<file path="src/rtl/tictactoe_pkg.sv">
// Shared encodings for the tic-tac-toe board, results and move-controller FSM.
package tictactoe_pkg;

  localparam int unsigned NUM_CELLS = 9;
  localparam int unsigned GRID_W    = 2 * NUM_CELLS;

  localparam logic [1:0] CELL_EMPTY = 2'd0;
  localparam logic [1:0] CELL_O     = 2'd1;
  localparam logic [1:0] CELL_X     = 2'd2;

  localparam logic [1:0] RES_NONE = 2'b00;
  localparam logic [1:0] RES_P1   = 2'b01;
  localparam logic [1:0] RES_P2   = 2'b10;
  localparam logic [1:0] RES_DRAW = 2'b11;

  typedef enum logic [1:0] {StIdle, StWaitMove, StCheck, StOver} state_e;

  // Out-of-range indices read as empty; callers range-check separately.
  function automatic logic [1:0] cell_at(input logic [GRID_W-1:0] g, input logic [3:0] idx);
    cell_at = CELL_EMPTY;
    for (int i = 0; i < NUM_CELLS; i++) begin
      if (idx == 4'(i)) cell_at = g[2*i +: 2];
    end
  endfunction

endpackage

</file>
<file path="src/rtl/turn_timer.sv">
// Per-turn cycle counter; flags expiry once the count reaches TIMEOUT_CYCLES-1.
module turn_timer #(
  parameter int unsigned TIMEOUT_CYCLES = 32'd500_000_000
) (
  input  logic clock,
  input  logic resetn,
  input  logic clear,
  output logic expired
);

  logic [31:0] count_q, count_d;
  logic        at_limit;

  assign at_limit = (count_q == 32'(TIMEOUT_CYCLES - 1));

  always_comb begin
    count_d = count_q;
    if (clear)          count_d = '0;
    else if (!at_limit) count_d = count_q + 32'd1;
  end

  always_ff @(posedge clock or negedge resetn) begin
    if (!resetn) count_q <= '0;
    else         count_q <= count_d;
  end

  assign expired = !clear && at_limit;

endmodule

</file>
<file path="src/rtl/move_controller.sv">
// Board owner for tic-tac-toe: validates moves, writes marks, alternates turns and
// latches the checker verdict. Define TURN_TIMEOUT_EN to enable per-turn forfeit.
module move_controller
  import tictactoe_pkg::*;
#(
  parameter int unsigned TIMEOUT_CYCLES = 32'd500_000_000
) (
  input  logic              clock,
  input  logic              resetn,
  input  logic              start,
  input  logic              move_valid,
  input  logic [3:0]        move_pos,
  input  logic [1:0]        winner,
  input  logic              end_signal,
  output logic [GRID_W-1:0] grid,
  output logic              move_ready,
  output logic              move_accept,
  output logic              move_reject,
  output logic              turn,
  output logic [3:0]        move_count,
  output logic              game_over,
  output logic [1:0]        result
);

  state_e            state_q, state_d;
  logic [GRID_W-1:0] grid_q, grid_d;
  logic              turn_q, turn_d;
  logic [3:0]        count_q, count_d;
  logic [1:0]        result_q, result_d;
  logic              accept_q, accept_d;
  logic              reject_q, reject_d;
  logic              legal;
  logic              expired;
  logic [1:0]        mark;

  assign legal = move_valid && (move_pos < 4'(NUM_CELLS)) &&
                 (cell_at(grid_q, move_pos) == CELL_EMPTY);
  assign mark  = turn_q ? CELL_X : CELL_O;

`ifdef TURN_TIMEOUT_EN
  turn_timer #(
    .TIMEOUT_CYCLES(TIMEOUT_CYCLES)
  ) u_turn_timer (
    .clock  (clock),
    .resetn (resetn),
    .clear  (start || (state_q != StWaitMove)),
    .expired(expired)
  );
`else
  logic unused_timeout;
  assign unused_timeout = ^TIMEOUT_CYCLES;
  assign expired        = 1'b0;
`endif

  always_ff @(posedge clock or negedge resetn) begin
    if (!resetn) state_q <= StIdle;
    else         state_q <= state_d;
  end

  always_comb begin
    state_d = state_q;
    if (start) begin
      state_d = StWaitMove;
    end else begin
      unique case (state_q)
        StIdle:     state_d = StIdle;
        StWaitMove: begin
          // A legal move on the expiry cycle beats the forfeit.
          if (legal)        state_d = StCheck;
          else if (expired) state_d = StOver;
        end
        StCheck:    state_d = end_signal ? StOver : StWaitMove;
        StOver:     state_d = StOver;
        default:    state_d = StIdle;
      endcase
    end
  end

  always_comb begin
    move_ready = (state_q == StWaitMove);
    game_over  = (state_q == StOver);
  end

  always_comb begin
    grid_d   = grid_q;
    turn_d   = turn_q;
    count_d  = count_q;
    result_d = result_q;
    accept_d = 1'b0;
    reject_d = 1'b0;
    if (start) begin
      grid_d   = '0;
      turn_d   = 1'b0;
      count_d  = '0;
      result_d = RES_NONE;
    end else if (state_q == StWaitMove) begin
      if (legal) begin
        for (int i = 0; i < NUM_CELLS; i++) begin
          if (move_pos == 4'(i)) grid_d[2*i +: 2] = mark;
        end
        if (count_q != 4'(NUM_CELLS)) count_d = count_q + 4'd1;
        accept_d = 1'b1;
      end else if (expired) begin
        result_d = turn_q ? RES_P1 : RES_P2;
      end else if (move_valid) begin
        reject_d = 1'b1;
      end
    end else if (state_q == StCheck) begin
      if (end_signal) result_d = winner;
      else            turn_d   = !turn_q;
    end
  end

  always_ff @(posedge clock or negedge resetn) begin
    if (!resetn) begin
      grid_q   <= '0;
      turn_q   <= 1'b0;
      count_q  <= '0;
      result_q <= RES_NONE;
      accept_q <= 1'b0;
      reject_q <= 1'b0;
    end else begin
      grid_q   <= grid_d;
      turn_q   <= turn_d;
      count_q  <= count_d;
      result_q <= result_d;
      accept_q <= accept_d;
      reject_q <= reject_d;
    end
  end

  assign grid        = grid_q;
  assign turn        = turn_q;
  assign move_count  = count_q;
  assign result      = result_q;
  assign move_accept = accept_q;
  assign move_reject = reject_q;

endmodule

</file>
<file path="config.mk">
export PLATFORM = sky130hd
export DESIGN_NAME = move_controller
export DESIGN_NICKNAME = d
export VERILOG_FILES = /design/src/rtl/tictactoe_pkg.sv /design/src/rtl/turn_timer.sv /design/src/rtl/move_controller.sv
export SDC_FILE = /design/constraint.sdc
export NUM_CORES = 1
export LEC_CHECK = 0
export ABC_AREA = 1
export CORE_MARGIN = 2
export CORE_UTILIZATION = 44
export DETAILED_ROUTE_END_ITERATION = 8
export PLACE_DENSITY = 0.77
export SYNTH_ARGS = -nofsm -noshare
export SYNTH_HDL_FRONTEND = slang
export SYNTH_SLANG_ARGS = --single-unit
export TNS_END_PERCENT = 20
</file>
<file path="constraint.sdc">
create_clock -name clock -period 2.5 [get_ports clock]
set_clock_uncertainty 0.1 [all_clocks]
set_input_delay 0.5 -clock clock [delete_from_list [all_inputs] [get_ports clock]]
set_output_delay 0.5 -clock clock [all_outputs]
set_load 0.05 [all_outputs]
</file>
# --- Word-level counts from Yosys, hierarchy flattened ---
# Index checks and enable logic that the tools add are counted.
totals:
  regBits: 29
  latch_bits: 0
  mem_bits_rw: 0
  romBits: 0
  input_bits: 11
  n_memories: 0
classes:
  addsub: 1
  mul: 0
  div_mod_pow: 0
  order_cmp: 1
  eq_ne: 15
  n_shift: 0
  mux: 45
  n_bitwise: 0
  n_reduce_logical: 32
ops:
  columns: ["op", "count"]
  rows:
  - ["$mux W18", 3]
  - ["$mux W2", 26]
  - ["$reduce_and A3 Y1", 12]
  - ["$reduce_bool A2 Y1", 14]
  - ["$eq A4 B3 Y1 const B", 4]
  - ["$mux W4", 4]
  - ["$mux W1", 11]
  - ["$eq A4 B2 Y1 const B", 2]
  - ["$pmux W2 S4", 1]
  - ["$add A4 B1 Y4 const B", 1]
  - ["$eq A2 B2 Y1 const B", 2]
  - ["$eq A4 B1 Y1 const B", 1]
  - ["$eq A4 B4 Y1 const B", 1]
  - ["$logic_not A2 Y1", 2]
  - ["$logic_not A4 Y1", 1]
  - ["$lt A4 B4 Y1 const B", 1]
  - ["$ne A2 B2 Y1 const B", 2]
  - ["$ne A4 B4 Y1 const B", 1]
  - ["$ne A3 B2 Y1 const B", 1]
  - ["$eq A2 B1 Y1 const B", 1]
  - ["$logic_and A1 B1 Y1", 2]
  - ["$logic_not A1 Y1", 1]

# --- Depth between registers and ports, before layout ---
logic_depth:
  depth_word: 15
  depth_mapped: 18
  depth_no_buf: 17

# --- Worst setup path after synthesis ---
# No wires, ideal clock.
synth_path:
  path_type: "register -> register"
  start: "reg state_q[0]"
  end: "reg grid_q[14], in the netlist grid[14]"
  setup_ns: 0.119
  arrival_ns: 2.005
  required_ns: 2.281
  setup_slack_ns: 0.276
  path_stages_with_launch: 9
  n_path_buf: 1
  period_less_slack_ns: 2.224
  cell_sequence: "dfrtp_1 -> inv_1 -> nor2_1 -> inv_1 -> clkbuf_1 -> o21ai_0 -> nand2_1 -> nand2_1 -> nand2_1"
synth_between:
  elab_chain_cells: 3
synth_lines:
  columns: ["item", "line", "rtl"]
  rows:
  - ["start: declaration", "move_controller.sv:25", "state_e state_q, state_d;"]
  - ["start signal: assignment", "move_controller.sv:56", "if (!resetn) state_q <= StIdle;"]
  - ["start signal: assignment", "move_controller.sv:57", "else state_q <= state_d;"]
  - ["$eq A2 B1 Y1", null, null]
  - ["net move_ready", "move_controller.sv:16", "output logic move_ready,"]
  - ["$reduce_bool A2 Y1 (no source line)", null, null]
  - ["$reduce_and A3 Y1 (no source line)", null, null]
  - ["end signal: assignment", "move_controller.sv:123", "grid_q <= grid_d;"]
  - ["end: declaration", "move_controller.sv:26", "logic [GRID_W-1:0] grid_q, grid_d;"]
# The timed path passes the listed nets, and every way through them passes these cells.
# A chain may end at the register's enable or synchronous reset.

# --- Worst setup path after layout ---
layout_path:
  start: "in move_pos[0]"
  end: "reg state_q[1]"
layout_between:
  elab_chain_cells: 13
  elab_cells_between_ends: 23
  cone_classes: "1 x order compare; 9 x eq/ne; 9 x mux; 4 x reduce/logical"
layout_lines:
  columns: ["item", "line", "rtl"]
  rows:
  - ["start: declaration", "move_controller.sv:12", "input logic [3:0] move_pos,"]
  - ["$logic_not A4 Y1", "tictactoe_pkg.sv:22", "if (idx == 4'(i)) cell_at = g[2*i +: 2];"]
  - ["$mux W2 (9 in series)", "tictactoe_pkg.sv:22", null]
  - ["$logic_not A2 Y1", "move_controller.sv:37", "(cell_at(grid_q, move_pos) == CELL_EMPTY);"]
  - ["$logic_and A1 B1 Y1 *", "move_controller.sv:36", "assign legal = move_valid && (move_pos < 4'(NUM_CELLS)) &&"]
  - ["$ne A3 B2 Y1 (no source line) *", null, null]
# Every way passes the cells marked *; elsewhere a longest branch is shown, timed or not.

==> impl_results.md <==
- Min-Delay Path Class: flip-flop to flip-flop
- Fmax: 424 MHz
- Remaining global-route overflow: 0
- TritonCTS Buffers: 5
- Most frequent cells in the layout: 75 x nand2_1, 38 x clkdlybuf4s50_1, 30 x nand3_1
- Ys Warns: 0
- Grt met2 use: 30.9%
- Initial antenna violation count: 0
- Final ANT Viol Nets: 0
- Worst path required time: 2.62 ns
- Register area: 726 sq um
- Status: complete, no violations
- Mean Syn Cell Area: 7.23 sq um
- # setup viols final: 0
- H-Tree Depth: 2
- CTS sink cnt: 29
- Routed length per instance: 11.3 um
- CP Cell Sequence: clkdlybuf4s50_1 > inv_1 > nor2_1 > nand2_1 > o21ai_0 > inv_1 > nand2_1 > nand2_1 > nand2_1 > nand2_1 > nand2_2 > nand2_8 > buf_4 > o21a_1
- Cells resized by post-CTS repair: 0
- Fillcell total: 288
- Area after DPL: 2080 sq um
- Register-to-Register Path Depth: 13
- Core area: 3390 sq um
- Critical Path AT: 2.47 ns
- Worst Hold Depth: 2
- Root buffer cell: clkbuf_4
- IO Count: 40
- Met1 Track Usage GR: 25.0%
- Hold Startpoint: grid[2]
- PD cells: 703 nW/um^2
- Grt met3 use: 3.35%
- Synthesized area: 1580 sq um
- Cts hold-fix bufs: 0
- Clock latency on the worst-skew pair: 0.32 ns
- Post-synth net total: 232
- Proportion of layout cells with a drive suffix above 1: 9.93%
- CP startpoint kind: input port
- Worst setup path startpoint: move_pos[0]
- Normalized max-slew margin: 66.0%
- Drt first pass iters: 4
- Cell count after synthesis: 219
- Peak VDD IR: 0.400 mV
- GR peak layer: met2
- Post-route DRC: 0
- ANT cells: 0
- Final hold violations: 0
- Cell Rows: 21
- Max-cap violation count: 0
- Final net count: 284
- Largest net degree at the start of global routing: 31
- Most common cell after layout, fill and taps aside: nand2_1
- CP endpoint kind: flip-flop
- Slew Limit Fails: 0
- Die W: 64 um
- Worst Setup Path Type: input port to flip-flop
- Vias in the first global route: 1511
- Setup bufs post-CTS: 0
- Area grow syn2layout: 36.6%
- Worst Max-Slew Pin Slew: 0.509 ns
- FF-to-FF Start: grid[8]
- Initial core utilization: 46.7%
- Final wirelength: 3580 um
- Worst-path fanout max: 30
- Crit path max-delay cell type: clkdlybuf4s50_1
- Vias: 1564
- Port Buf Inserts: 39
- TritonCTS clock tree: done
- First-pass GRT wire length: 6270 um
- Die area: 4100 sq um
- DRT iter0 DRCs: 55
- Power, Total: 1.52 mW
- Hpwl dp: 2550 um
- Gr usage total: 19.1%
- P_leak: 1.09 nW
- Crit path top cell by count: nand2_1
- RSZ-0062 raised after global routing: false
- Seq/Total Area, Yosys: 45.8%
- Clock-pin slew on the worst setup and hold paths: 0.09 ns
- Slowest cell delay on critical path: 0.56 ns
- Die H: 64 um
- Fin crit share: 94.3%
- Final GP Congestion: 0.888
- Multi-input logic area: 744 sq um
- Seq cells post-synth: 29
- Yosys cell types: 20
- Via density: 4.92
- Clk buf depth: 2
- Fin crit period: 2.36 ns
- Final Cell Area: 2160 sq um
==> kinds of logic after synthesis <==
family,Yosys count,share of synthesized area (%)
buffers and inverters,28,8.06
flip-flops,29,45.8
XOR/XNOR,1,0.553
adder cells (fa/ha/maj),2,1.58
AND/OR/NAND/NOR,135,36.3
AO/OA/AOI/OAI,24,7.74
==> synthesized netlist by cell type <==
master     n  area, sq um
dfrtp_1   29          726
inv_2      1         3.75
or3_1      2         12.5
nand3_1   30          150
nor2_4     1         11.3
clkbuf_1   3         11.3
o21ai_0   17         85.1
a21oi_1    5         25.0
nor2_2     1         6.26
nor3_1     4         20.0
or2_2      1         6.26
ha_1       2         25.0
inv_1     21         78.8
nand2_4    1         11.3
nand2_1   76          285
o21a_1     1         7.51
nor2_1    19         71.3
o21ai_1    1         5.00
buf_6      3         33.8
xor2_1     1         8.76
==> flip-flops by register name, indices dropped and copies added, names as in the netlist <==
register	cells
grid	18
move_accept	1
move_count	4
move_reject	1
result	2
state_q	2
turn	1
==> cell type report <==
cell class                 count  share of cell area [%]
clock buffer                   7                    3.01
clock inverter                 1                   0.231
inverter                      22                    3.82
multi-input combinational    162                    34.4
sequential                    29                    33.5
tap                           46                    2.66
timing repair buffer          51                    22.3
==> routing by layer <==
metal | wire (um) | part of all wire [%]
met4 | 53 | 1.5
met5 | 0 | 0
met2 | 1660 | 46
met3 | 172 | 4.8
met1 | 1700 | 47
==> worst paths after layout <==
| path | slack, ns | endpoint |
|---|---|---|
| setup / recovery | 0.14 | state_q[1] |
| hold / removal | 0.40 | grid[2] |
| setup reg to reg | 0.57 | move_count[2] |
| hold reg to reg | 0.40 | grid[2] |
| max in group asynchronous | 1.57 | grid[13] |
| min in group asynchronous | 0.45 | grid[15] |
==> critical path: cells and delay by family <==
family / cells / cell delay, ns
AOI/OAI and AO/OA: 2 / 0.34
and+or+nand+nor: 8 / 0.77
buffers and inverters: 4 / 0.87
==> metrics by stage <==
step                instances  hold WS, ns  utilization, %  setup TNS [ns]  worst slack [ns]
floorplan                 219        0.104               -               0             0.276
global placement          310        0.381            61.3           -4.27            -0.227
detailed placement        310        0.387            61.3           -4.76            -0.251
CTS                       318        0.408            63.3               0            0.0607
global route              318        0.441            63.8               0           0.00368
finish                    318        0.400            63.8               0             0.144
==> report_power, final <==
part           switching [mW]  internal [mW]  total, mW
clock network           0.161          0.163      0.324
registers              0.0592          0.532      0.592
logic                   0.405          0.201      0.606
total                   0.625          0.897       1.52
No activity file was read; power rests on OpenSTA's default activity.
